$ cat src/rtl/mem_arbiter_pkg.sv
// rtl/mem_arbiter_pkg.sv - shared types and widths for the memory port arbiter
package mem_arbiter_pkg;

  localparam int ADDR_W = 16;
  localparam int LINE_W = 128;

  typedef enum logic [1:0] {
    IDLE   = 2'd0,
    BUSY_I = 2'd1,
    BUSY_D = 2'd2,
    DONE   = 2'd3
  } arb_state_t;

  typedef enum logic {
    SIDE_I = 1'b0,
    SIDE_D = 1'b1
  } arb_side_t;

endpackage

$ cat src/rtl/mem_arbiter_if.sv
// rtl/mem_arbiter_if.sv - I-side, D-side and downstream memory signals of the arbiter
interface mem_arbiter_if #(
  parameter int ADDR_W = 16,
  parameter int LINE_W = 128
);

  logic              i_read;
  logic              i_write;
  logic [ADDR_W-1:0] i_address;
  logic [LINE_W-1:0] i_wdata;
  logic [LINE_W-1:0] i_rdata;
  logic              i_resp;

  logic              d_read;
  logic              d_write;
  logic [ADDR_W-1:0] d_address;
  logic [LINE_W-1:0] d_wdata;
  logic [LINE_W-1:0] d_rdata;
  logic              d_resp;

  logic              pmem_read;
  logic              pmem_write;
  logic [ADDR_W-1:0] pmem_address;
  logic [LINE_W-1:0] pmem_wdata;
  logic [LINE_W-1:0] pmem_rdata;
  logic              pmem_resp;

  logic [1:0]        busy;

  // Arbiter's view of the bus
  modport slave (
    input  i_read, i_write, i_address, i_wdata,
    input  d_read, d_write, d_address, d_wdata,
    input  pmem_rdata, pmem_resp,
    output i_rdata, i_resp, d_rdata, d_resp,
    output pmem_read, pmem_write, pmem_address, pmem_wdata,
    output busy
  );

  // Caches and downstream memory as seen from outside the arbiter
  modport master (
    output i_read, i_write, i_address, i_wdata,
    output d_read, d_write, d_address, d_wdata,
    output pmem_rdata, pmem_resp,
    input  i_rdata, i_resp, d_rdata, d_resp,
    input  pmem_read, pmem_write, pmem_address, pmem_wdata,
    input  busy
  );

endinterface

$ cat src/rtl/mem_arbiter_rr_pick.sv
// rtl/mem_arbiter_rr_pick.sv - round-robin next-owner selection
module mem_arbiter_rr_pick
  import mem_arbiter_pkg::*;
(
  input  logic      i_req,
  input  logic      d_req,
  input  arb_side_t last_grant,
  output logic      grant_valid,
  output arb_side_t grant_side
);

  // On contention the side that did not win last time goes first
  always_comb begin
    grant_valid = i_req | d_req;
    grant_side  = SIDE_I;
    if (i_req && d_req) begin
      grant_side = (last_grant == SIDE_D) ? SIDE_I : SIDE_D;
    end else if (d_req) begin
      grant_side = SIDE_D;
    end
  end

endmodule

$ cat src/rtl/mem_arbiter.sv
// rtl/mem_arbiter.sv - shares one memory port between I-side and D-side line requesters
module mem_arbiter
  import mem_arbiter_pkg::*;
#(
  parameter int ADDR_W = 16,
  parameter int LINE_W = 128
) (
  input  logic          clk,
  input  logic          rst,
  mem_arbiter_if.slave  bus
);

  arb_state_t        state;
  arb_side_t         last_grant;
  logic              i_req;
  logic              d_req;
  logic              pick_valid;
  arb_side_t         pick_side;

  logic              own_act;
  logic              own_sel;
  logic              own_read;
  logic              own_write;
  logic [ADDR_W-1:0] own_address;
  logic [LINE_W-1:0] own_wdata;

  assign i_req = bus.i_read | bus.i_write;
  assign d_req = bus.d_read | bus.d_write;

  mem_arbiter_rr_pick u_pick (
    .i_req       (i_req),
    .d_req       (d_req),
    .last_grant  (last_grant),
    .grant_valid (pick_valid),
    .grant_side  (pick_side)
  );

  // Ownership FSM; last_grant only moves when both sides competed
  always_ff @(posedge clk) begin
    if (rst) begin
      state      <= IDLE;
      last_grant <= SIDE_D;
    end else begin
      case (state)
        IDLE: begin
          if (pick_valid) begin
            state <= (pick_side == SIDE_I) ? BUSY_I : BUSY_D;
            if (i_req && d_req) begin
              last_grant <= pick_side;
            end
          end
        end
        BUSY_I, BUSY_D: begin
          if (bus.pmem_resp) begin
            state <= DONE;
          end
        end
        DONE:    state <= IDLE;
        default: state <= IDLE;
      endcase
    end
  end

  // Owner mux: downstream port follows the owning requester, quiet otherwise
  always_comb begin
    own_act     = (state == BUSY_I) || (state == BUSY_D);
    own_sel     = (state == BUSY_D);
    own_read    = own_sel ? bus.d_read    : bus.i_read;
    own_write   = own_sel ? bus.d_write   : bus.i_write;
    own_address = own_sel ? bus.d_address : bus.i_address;
    own_wdata   = own_sel ? bus.d_wdata   : bus.i_wdata;

    // read+write together is treated as a write
    bus.pmem_write   = own_act & own_write;
    bus.pmem_read    = own_act & own_read & ~own_write;
    bus.pmem_address = own_act ? own_address : '0;
    bus.pmem_wdata   = own_act ? own_wdata   : '0;

    bus.i_rdata = bus.pmem_rdata;
    bus.d_rdata = bus.pmem_rdata;
    bus.i_resp  = (state == BUSY_I) & bus.pmem_resp;
    bus.d_resp  = (state == BUSY_D) & bus.pmem_resp;
    bus.busy    = {own_sel, own_act};
  end

endmodule

$ cat src/flat_wrapper.sv
// flat-port wrapper written by rule: the top's interface ports become plain ports
module mem_arbiter_flat import mem_arbiter_pkg::*;
#(
  parameter int ADDR_W = 16,
  parameter int LINE_W = 128
)
  (clk, rst, bus_i_read, bus_i_write, bus_i_address, bus_i_wdata, bus_d_read, bus_d_write, bus_d_address, bus_d_wdata, bus_pmem_rdata, bus_pmem_resp, bus_i_rdata, bus_i_resp, bus_d_rdata, bus_d_resp, bus_pmem_read, bus_pmem_write, bus_pmem_address, bus_pmem_wdata, bus_busy);
  mem_arbiter_if #(.ADDR_W(ADDR_W), .LINE_W(LINE_W)) bus_i ();
  input  logic clk;
  input  logic rst;
  input wire logic [$bits(bus_i.i_read)-1:0] bus_i_read;
  input wire logic [$bits(bus_i.i_write)-1:0] bus_i_write;
  input wire logic [$bits(bus_i.i_address)-1:0] bus_i_address;
  input wire logic [$bits(bus_i.i_wdata)-1:0] bus_i_wdata;
  input wire logic [$bits(bus_i.d_read)-1:0] bus_d_read;
  input wire logic [$bits(bus_i.d_write)-1:0] bus_d_write;
  input wire logic [$bits(bus_i.d_address)-1:0] bus_d_address;
  input wire logic [$bits(bus_i.d_wdata)-1:0] bus_d_wdata;
  input wire logic [$bits(bus_i.pmem_rdata)-1:0] bus_pmem_rdata;
  input wire logic [$bits(bus_i.pmem_resp)-1:0] bus_pmem_resp;
  output wire logic [$bits(bus_i.i_rdata)-1:0] bus_i_rdata;
  output wire logic [$bits(bus_i.i_resp)-1:0] bus_i_resp;
  output wire logic [$bits(bus_i.d_rdata)-1:0] bus_d_rdata;
  output wire logic [$bits(bus_i.d_resp)-1:0] bus_d_resp;
  output wire logic [$bits(bus_i.pmem_read)-1:0] bus_pmem_read;
  output wire logic [$bits(bus_i.pmem_write)-1:0] bus_pmem_write;
  output wire logic [$bits(bus_i.pmem_address)-1:0] bus_pmem_address;
  output wire logic [$bits(bus_i.pmem_wdata)-1:0] bus_pmem_wdata;
  output wire logic [$bits(bus_i.busy)-1:0] bus_busy;
  assign bus_i.i_read = bus_i_read;
  assign bus_i.i_write = bus_i_write;
  assign bus_i.i_address = bus_i_address;
  assign bus_i.i_wdata = bus_i_wdata;
  assign bus_i.d_read = bus_d_read;
  assign bus_i.d_write = bus_d_write;
  assign bus_i.d_address = bus_d_address;
  assign bus_i.d_wdata = bus_d_wdata;
  assign bus_i.pmem_rdata = bus_pmem_rdata;
  assign bus_i.pmem_resp = bus_pmem_resp;
  assign bus_i_rdata = bus_i.i_rdata;
  assign bus_i_resp = bus_i.i_resp;
  assign bus_d_rdata = bus_i.d_rdata;
  assign bus_d_resp = bus_i.d_resp;
  assign bus_pmem_read = bus_i.pmem_read;
  assign bus_pmem_write = bus_i.pmem_write;
  assign bus_pmem_address = bus_i.pmem_address;
  assign bus_pmem_wdata = bus_i.pmem_wdata;
  assign bus_busy = bus_i.busy;
  mem_arbiter #(.ADDR_W(ADDR_W), .LINE_W(LINE_W)) u_core (.clk(clk), .rst(rst), .bus(bus_i));
endmodule
$ cat config.mk
export PLATFORM = sky130hd
export DESIGN_NAME = mem_arbiter_flat
export DESIGN_NICKNAME = d
export VERILOG_FILES = /design/src/rtl/mem_arbiter_pkg.sv /design/src/rtl/mem_arbiter_if.sv /design/src/rtl/mem_arbiter_rr_pick.sv /design/src/rtl/mem_arbiter.sv /design/src/flat_wrapper.sv
export SDC_FILE = /design/constraint.sdc
export NUM_CORES = 1
export LEC_CHECK = 0
export CAP_MARGIN = 10
export CORE_AREA = 5 5 315 317
export DETAILED_ROUTE_END_ITERATION = 7
export DIE_AREA = 0 0 320 322
export PLACE_DENSITY_LB_ADDON = 0.25
export RECOVER_POWER = 25
export SETUP_SLACK_MARGIN = 0.3
export SYNTH_ARGS = -nofsm -noshare
export SYNTH_HDL_FRONTEND = slang
export SYNTH_SLANG_ARGS = --single-unit
$ cat constraint.sdc
create_clock -name clk -period 4 [get_ports clk]
set_clock_uncertainty 0.15 [all_clocks]
set_input_delay 0.8 -clock clk [delete_from_list [all_inputs] [get_ports clk]]
set_output_delay 0.8 -clock clk [all_outputs]
set_load 0.02 [all_outputs]
### Word level (Yosys, flattened, before mapping)

Cells that the tools add are included.

* equality and inequality tests: 5
* mux-type cells: 13
* bitwise gates (word level): 9
* reduce and logical (&&, ||, !) cells: 6

Operators by type and width (count)
* 128-bit two-way mux: 2
* 16-bit two-way mux: 2
* 2-bit two-way mux: 3
* 2-bit case mux with 3 select lines: 1
* 1-bit bitwise AND: 5
* 1-bit two-way mux: 5
* 2-bit == test (second input constant): 2
* 1-bit bitwise OR: 3
* 3-bit AND reduction: 1
* 2-bit by 1-bit == test with 1-bit output (second input constant): 1
* 2-bit zero test: 1
* 2-bit by 1-bit inequality test with 1-bit output (second input constant): 1
* 2-bit inequality test (second input constant): 1
* 2-bit AND reduction: 1
* 2-bit OR reduction: 1
* 1-bit logical AND: 1
* 1-bit logical OR: 1
* 1-bit inverter: 1

* output and inout bits: 406
* word-level logic and storage cells: 35
* bits of input ports: 423
* bits in registers: 3

### Logic depth before layout (Yosys ltp)

Gate-level depths: netlist of run 1.

* word-level depth: 6
* gate-level depth with buffers: 7
* gate-level depth less buffers: 5

### By module

A second synthesis of run 1 with hierarchy kept.

* cells, all modules: 617
* area total of the unflattened synthesis: 4947.2 um2

By module, submodules not included
* mem_arbiter: times used 1, cells an instance 615, seq. area each 60.1 um2, area an instance 4933.5 um2
* mem_arbiter_rr_pick: times used 1, cells an instance 2, seq. area each 0.0 um2, area an instance 13.8 um2

### Worst setup path before layout of run 1

No wires, ideal clock.

* path type: input to output
* from: in bus_i_write
* to: out bus_pmem_read
* path slack: 1.282 ns
* path buffers: 0
* arrival: 1.768 ns
* cell stages on the path: 2
* cells stage by stage: or3b_2 > a21boi_0

* cells in the longest elaborated chain, start to end: 3

Ends and longest elaborated chain
* from (decl): line flat_wrapper.sv:12 `input wire logic [$bits(bus_i.i_write)-1:0] bus_i_write;`
* 1-bit two-way mux: line mem_arbiter.sv:69 `own_write = own_sel ? bus.d_write : bus.i_write;`
* 1-bit inverter: line mem_arbiter.sv:75 `bus.pmem_read = own_act & own_read & ~own_write;`
* 1-bit bitwise AND: line mem_arbiter.sv:75
* to (decl): line flat_wrapper.sv:25 `output wire logic [$bits(bus_i.pmem_read)-1:0] bus_pmem_read;`

No other way between the ends.

### Worst setup path after layout of run 1

* from: reg u_core.state[0]
* to: out bus_pmem_wdata[103]

* cells in the longest elaborated chain, start to end: 3

Ends and longest elaborated chain
* from (decl): line mem_arbiter.sv:13 `arb_state_t state;`
* from (signal assigned): line mem_arbiter.sv:47 `state <= (pick_side == SIDE_I) ? BUSY_I : BUSY_D;`
* 2-bit == test / 2-bit by 1-bit == test with 1-bit output (equally long branches): line mem_arbiter.sv:66, mem_arbiter.sv:67
* 128-bit two-way mux / 1-bit logical OR (equally long branches): line mem_arbiter.sv:71, mem_arbiter.sv:66
* 128-bit two-way mux *: line mem_arbiter.sv:77 `bus.pmem_wdata = own_act ? own_wdata : '0;`
* to (decl): line flat_wrapper.sv:28 `output wire logic [$bits(bus_i.pmem_wdata)-1:0] bus_pmem_wdata;`

Every way passes the cells marked *; elsewhere a longest branch is shown, timed or not.

==> impl_metrics.toml, run 1 <==
[synthesis]
synth_cell_types = 26
syn_nets = 1038
ys_async_sr_fraction_pct = 0
synth_top_cell_by_area = "buf_4"
yosysSeqAreaShare_pct = 1.27
synth_area_per_cell_um2 = 7.71
synthCells = 611
netlist_area_um2 = 4710
ys_warn_count = 0
ys_ff_latch = 3
ys.flop_type = "dfxtp_1"
yosysMostFrequentCell = "buf_4"
synthTopCellsByArea = "buf_4 (41%), mux2i_1 (31%), nor2b_1 (19%)"
netlist_top_cells_count = "buf_4 (258), mux2i_1 (146), nor2b_1 (145), buf_2 (16), clkbuf_1 (16)"
synth_top_area_share_pct = 41.1
synth-edff-count = 0

[outcome]
status = "finished, final reports clean"

[cells_and_area]
fillers = 11200
final_layout_size_suffix_gt1_share_pct = 4.23
seqCellArea_um2 = 60.1
area_delta_synth_final_pct = 88.8
nNetsFinal = 1208
multi_input_area_um2 = 2600
antenna-diode-count = 0

[worst_setup_path]
start_kind = "flip-flop"
cp_cell_sequence = "inv_1 -> ha_4 -> buf_12 -> buf_12 -> mux2i_1 -> nor2b_1 -> clkdlybuf4s50_1"
crit_type = "flip-flop to primary output"
cp_common_cell = "buf_12"
critPathCaptureType = "primary output"
crit_arrival_ns = 2.63
cp_slowest_stage_delay_ns = 0.63
crit_path_top_delay_cell = "clkdlybuf4s50_1"
cp_top_family = "buffers and inverters"
worst-endpoint-required_ns = 3.05
crit_fanout = 28
crit_buf_inv = 4

[placement]
dp_hpwl_um = 32100
post-place-ws_ns = 0.298
gp_congestion = 0.736
io_buffers = 444

[cts]
h-tree-depth = 1
cts.sinks = 3
clkLatencyLatePin_ns = 0.22
clk_pin_slew_worst_paths_ns = 0.03
cts_max_path_buffers = 2
cts_tree = "yes"
cts-root-buf = "clkbuf_16"
cts_made_buffers = 3

[sta]
setup_ws_ns = 0.424
period_share_pct = 89.4
maxSlewHeadroom_pct = 57.9
report.final.slew_viol_count = 0
finalSetupViolations = 0
fin_crit_ns = 3.58
fmax_mhz = 280
tns_ns = 0
hold_slack_ns = 0.350
rsz0062_at_grt = "false"
hold_viol_final = 0
tightest_slew_ns = 0.630

[global_routing]
grt_pass1_vias = 5148
grt_first_pass_wirelength_um = 44800
gr-total-overflow = 0
grt_max_degree = 77
grt.total_usage_pct = 6.25
antenna_found_initial = 5

[die]
chipWidth_um = 320
num_io_pins = 829
die_y_um = 322
start_util_pct = 4.91
dieArea_um2 = 103000
core_um2 = 96000
row_count = 114

[routing]
num_vias = 4567
dr.first_iter.drc_count = 95
viasPerCell = 2.22
wirelength_um = 35100
postRouteAntennaNets = 0
drc = 0
wl_per_cell_um = 17.1
dr.pass1.iters = 4

[min_path]
hold_path.class = "flip-flop to flip-flop"

[power]
irDropWorstVdd_uv = 411
leakagePower_nw = 2.68
power_density_nw_per_um2 = 543

[job]
drv_cap = 0
==> worst min-delay path, stage by stage, from the launching register on <==
cell      delay, ns
dfxtp_1        0.31
nand2b_1       0.07
mux2i_1        0.06
==> kinds of logic (layout without fill, tap and decap cells) <==
logic type      Yosys count  in the layout  share of synthesized area [%]
mux                     146            146                           31.0
xor+xnor                  1              1                          0.186
simple gates            156            156                           20.8
flops                     3              3                           1.27
compound gates            9              9                           1.43
buf+inv                 292            461                           44.2
fa+ha+maj                 4              4                           1.06
==> routing by layer <==
metal	up-vias	share of wire [%]	track usage [%]
met4	2	3.8	2.08
met1	1947	43	7.84
met5	-	0.037	0
met2	441	40	9.11
met3	121	14	3.38
li1	2056	-	-
==> power by group <==
group	switching (W)	internal, W
logic	0.00253	0.00208
clock network	0.0000273	0.000132
registers	0.0000129	0.0000427
total	0.00257	0.00226
==> worst paths after layout <==
kind / slack [ns] / start / depth (start not counted) / to
setup / recovery: 0.42 / u_core.state[0] / 7 / bus_pmem_wdata[103]
hold / removal: 0.35 / u_core.state[0] / 2 / u_core.state[0]
setup reg to reg: 2.06 / u_core.state[1] / 5 / u_core.state[1]
hold reg to reg: 0.35 / u_core.state[0] / 2 / u_core.state[0]
==> timing repair <==
action                                  4_1_cts  5_1_grt
hold buffers                                  0        0
gates resized for setup                       1        3
hold endpoints to repair                      0        0
endpoints found under the setup margin        1        3
setup buffers                                 0        0
==> cell type report <==
type | instances | share of cell area [%]
clock buffer | 4 | 0.886
tap | 1276 | 17.9
timing repair buffer | 455 | 51.2
sequential | 3 | 0.675
inverter | 2 | 0.0844
multi-input combinational | 316 | 29.2
==> flip-flops by register name, summed over array words and instances (netlist names) <==
signal and cells:
u_core.state 2, u_core.last_grant 1
==> cells in the final DEF (no fill, tap or decap), types with 2 or more instances in the layout <==
cell / n
ha_1: 2
nand2b_1: 3
inv_1: 2
ha_4: 2
dfxtp_1: 3
and2_1: 2
nor2b_1: 145
buf_4: 20
buf_12: 5
clkdlybuf4s50_1: 427
mux2i_1: 145
clkbuf_16: 3
dlymetal6s2s_1: 2
==> metrics by stage <==
step	utilization (%)	total power [W]	cell area, um2	std cells
2_1_floorplan	-	0.00260	4710	611
3_3_place_gp	9.18	0.00481	8810	2052
3_5_place_dp	9.18	0.00483	8810	2052
4_1_cts	9.26	0.00501	8890	2056
5_1_grt	9.27	0.00516	8900	2056
6_report	9.27	0.00483	8900	2056
(Power assumes the default switching activity.)
==> run 2, diff against run 1 <==
--- a/config.mk
+++ b/config.mk
@@ -7,6 +7,7 @@
 export LEC_CHECK = 0
 export CAP_MARGIN = 10
 export CORE_AREA = 5 5 315 317
+export CTS_CLUSTER_DIAMETER = 40
 export DETAILED_ROUTE_END_ITERATION = 7
 export DIE_AREA = 0 0 320 322
 export PLACE_DENSITY_LB_ADDON = 0.25
==> results of run 2 <==
Same layout as run 1: the final DEF is identical, and so are final timing and power.
==> run 3, diff against run 2 <==
--- a/config.mk
+++ b/config.mk
@@ -7,7 +7,7 @@
 export LEC_CHECK = 0
 export CAP_MARGIN = 10
 export CORE_AREA = 5 5 315 317
-export CTS_CLUSTER_DIAMETER = 40
+export CTS_CLUSTER_DIAMETER = 30
 export DETAILED_ROUTE_END_ITERATION = 7
 export DIE_AREA = 0 0 320 322
 export PLACE_DENSITY_LB_ADDON = 0.25
==> constraint.sdc (replaced) <==
create_clock -name clk -period 4 [get_ports clk]
set_clock_uncertainty 0.15 [all_clocks]
set_input_delay 0.8 -clock clk [delete_from_list [all_inputs] [get_ports clk]]
set_output_delay 0.8 -clock clk [all_outputs]
set_load 0.01 [all_outputs]
==> impl_metrics.toml, run 3 (synthesis results as in run 1) <==
[outcome]
status = "finished, final reports clean"

[sta]
tightest_slew_ns = 0.657
setup_ws_ns = 0.441
hold_viol_final = 0
tns_ns = 0
period_share_pct = 89.0
fmax_mhz = 281
maxSlewHeadroom_pct = 56.1
finalSetupViolations = 0
rsz0062_at_grt = "false"
report.final.slew_viol_count = 0
fin_crit_ns = 3.56

[power]
power_density_nw_per_um2 = 490
irDropWorstVdd_uv = 389
leakagePower_nw = 2.65

[placement]
dp_hpwl_um = 32100
io_buffers = 444
post-place-cells = 2055
post-place-ws_ns = 0.417
gp_congestion = 0.747

[cells_and_area]
reg_top3 = "u_core.state x2, u_core.last_grant x1"
largest_reg_flops = 2
final_cell_mix = "clkdlybuf4s50_1 (443), nor2b_1 (144), mux2i_1 (143)"
regMostFlops = "u_core.state"
final_common_cell = "clkdlybuf4s50_1"
final_layout_size_suffix_gt1_share_pct = 3.32
area_delta_synth_final_pct = 90.4
final_cells = 2060
nNetsFinal = 1211

[worst_setup_path]
r2r_setup_slack_ns = 2.07
critPathCaptureType = "primary output"
crit_path_top_delay_cell = "clkdlybuf4s50_1"
worst-endpoint-required_ns = 3.05
crit_fanout = 6
worstReg2RegEnd = "u_core.state[1]"
cp_cell_sequence = "clkdlybuf4s50_1 -> or3b_2 -> a21boi_0 -> clkdlybuf4s50_1"
r2r_start = "u_core.state[1]"
crit_arrival_ns = 2.61
cp_common_cell = "clkdlybuf4s50_1"
start_kind = "primary input"
crit_type = "primary input to primary output"
reg2reg_depth = 6
cp_slowest_stage_delay_ns = 0.58

[routing]
route.met2.wl_um = 14200
num_vias = 4574
viasPerCell = 2.22
wirelength_um = 35300
dr.pass1.iters = 4
highest_layer = "met5"
wl_per_cell_um = 17.1
dr_wl_met3_um = 4270
dr.first_iter.drc_count = 93
drc = 0
drt-met1-wl_um = 15500
postRouteAntennaNets = 0

[die]
die_y_um = 322
dieArea_um2 = 103000
core_um2 = 96000
row_count = 114
num_io_pins = 829
start_util_pct = 4.91
chipWidth_um = 320

[cts]
clk_pin_slew_worst_paths_ns = 0.03
h-tree-depth = 1
cts.sinks = 3
cts_max_path_buffers = 2
cts_made_buffers = 3
cts_tree = "yes"
cts-root-buf = "clkbuf_16"
post_cts_buffers = 0
clkLatencyLatePin_ns = 0.22

[job]
drv_cap = 0

[global_routing]
grt_max_degree = 80
grt.total_usage_pct = 6.33
gr-total-overflow = 0
grt_first_pass_wirelength_um = 45500
antenna_found_initial = 3
grt_pass1_vias = 5152

[min_path]
hold_path.class = "flip-flop to flip-flop"
hold_end = "u_core.state[0]"
whs_path_depth = 2
worstHoldStart = "u_core.state[0]"
==> run 3: cell types whose count changed in the layout (fill, tap and decap cells not counted), sizes merged <==
cell           delta
dlygate4sd2       -1
dlymetal6s2s      -2
diode             +1
buf              -10
clkdlybuf4s50    +16
==> run 3: routing by layer <==
layer | track usage (%) | vias to the layer above
met5 | 0 | -
met4 | 2.21 | 4
met3 | 2.87 | 124
met2 | 9.21 | 426
met1 | 8.26 | 1957
li1 | - | 2063
==> run 3: worst max-delay path by stage <==
stage | from | endpoint | slack [ns] | cells past startpoint
detailed placement | bus_i_read | bus_pmem_read | 0.42 | 4
floorplan | bus_i_write | bus_pmem_read | 1.49 | 2
finish | bus_i_read | bus_pmem_read | 0.44 | 4
global placement | bus_i_write | bus_pmem_read | 0.40 | 4
global route | u_core.state[0] | bus_pmem_wdata[123] | 0.30 | 6
CTS | u_core.state[0] | bus_pmem_wdata[1] | 0.32 | 6
==> run 3: through the flow <==
step	hold WS [ns]	util [%]	total power, W	cell area [um2]
floorplan	0.319	-	0.00199	4710
global placement	0.354	9.25	0.00436	8880
detailed placement	0.357	9.25	0.00437	8880
CTS	0.369	9.34	0.00456	8970
global route	0.386	9.35	0.00470	8970
finish	0.372	9.35	0.00439	8970
==> run 3: worst max-delay path: cells and delay by family <==
kind	cells	cell delay, ns
AOI/OAI and AO/OA	1	0.21
buffers and inverters	2	1.14
and+or+nand+nor	1	0.45
==> run 3: where the power goes <==
group / leakage, nW / switching, W / internal [W]
combinational: 2.58 / 0.00205 / 0.00213
clock: 0.0382 / 0.0000287 / 0.000132
sequential: 0.0249 / 0.0000116 / 0.0000427
==> run 3: repair_timing <==
item | 4_1_cts | 5_1_grt
resized for setup | 2 | 2
endpoints found under the setup margin | 2 | 2
hold buffers | 0 | 0
pin swaps | 0 | 0
==> run 3: final cells by class <==
class	instances	area, um2
Antenna cell	1	2.50
Clock buffer	4	78.8
Inverter	2	7.51
Tap cell	1276	1600
Fill cell	11100	87000
Sequential cell	3	60.1
Timing Repair Buffer	458	4620
Multi-Input combinational cell	316	2610
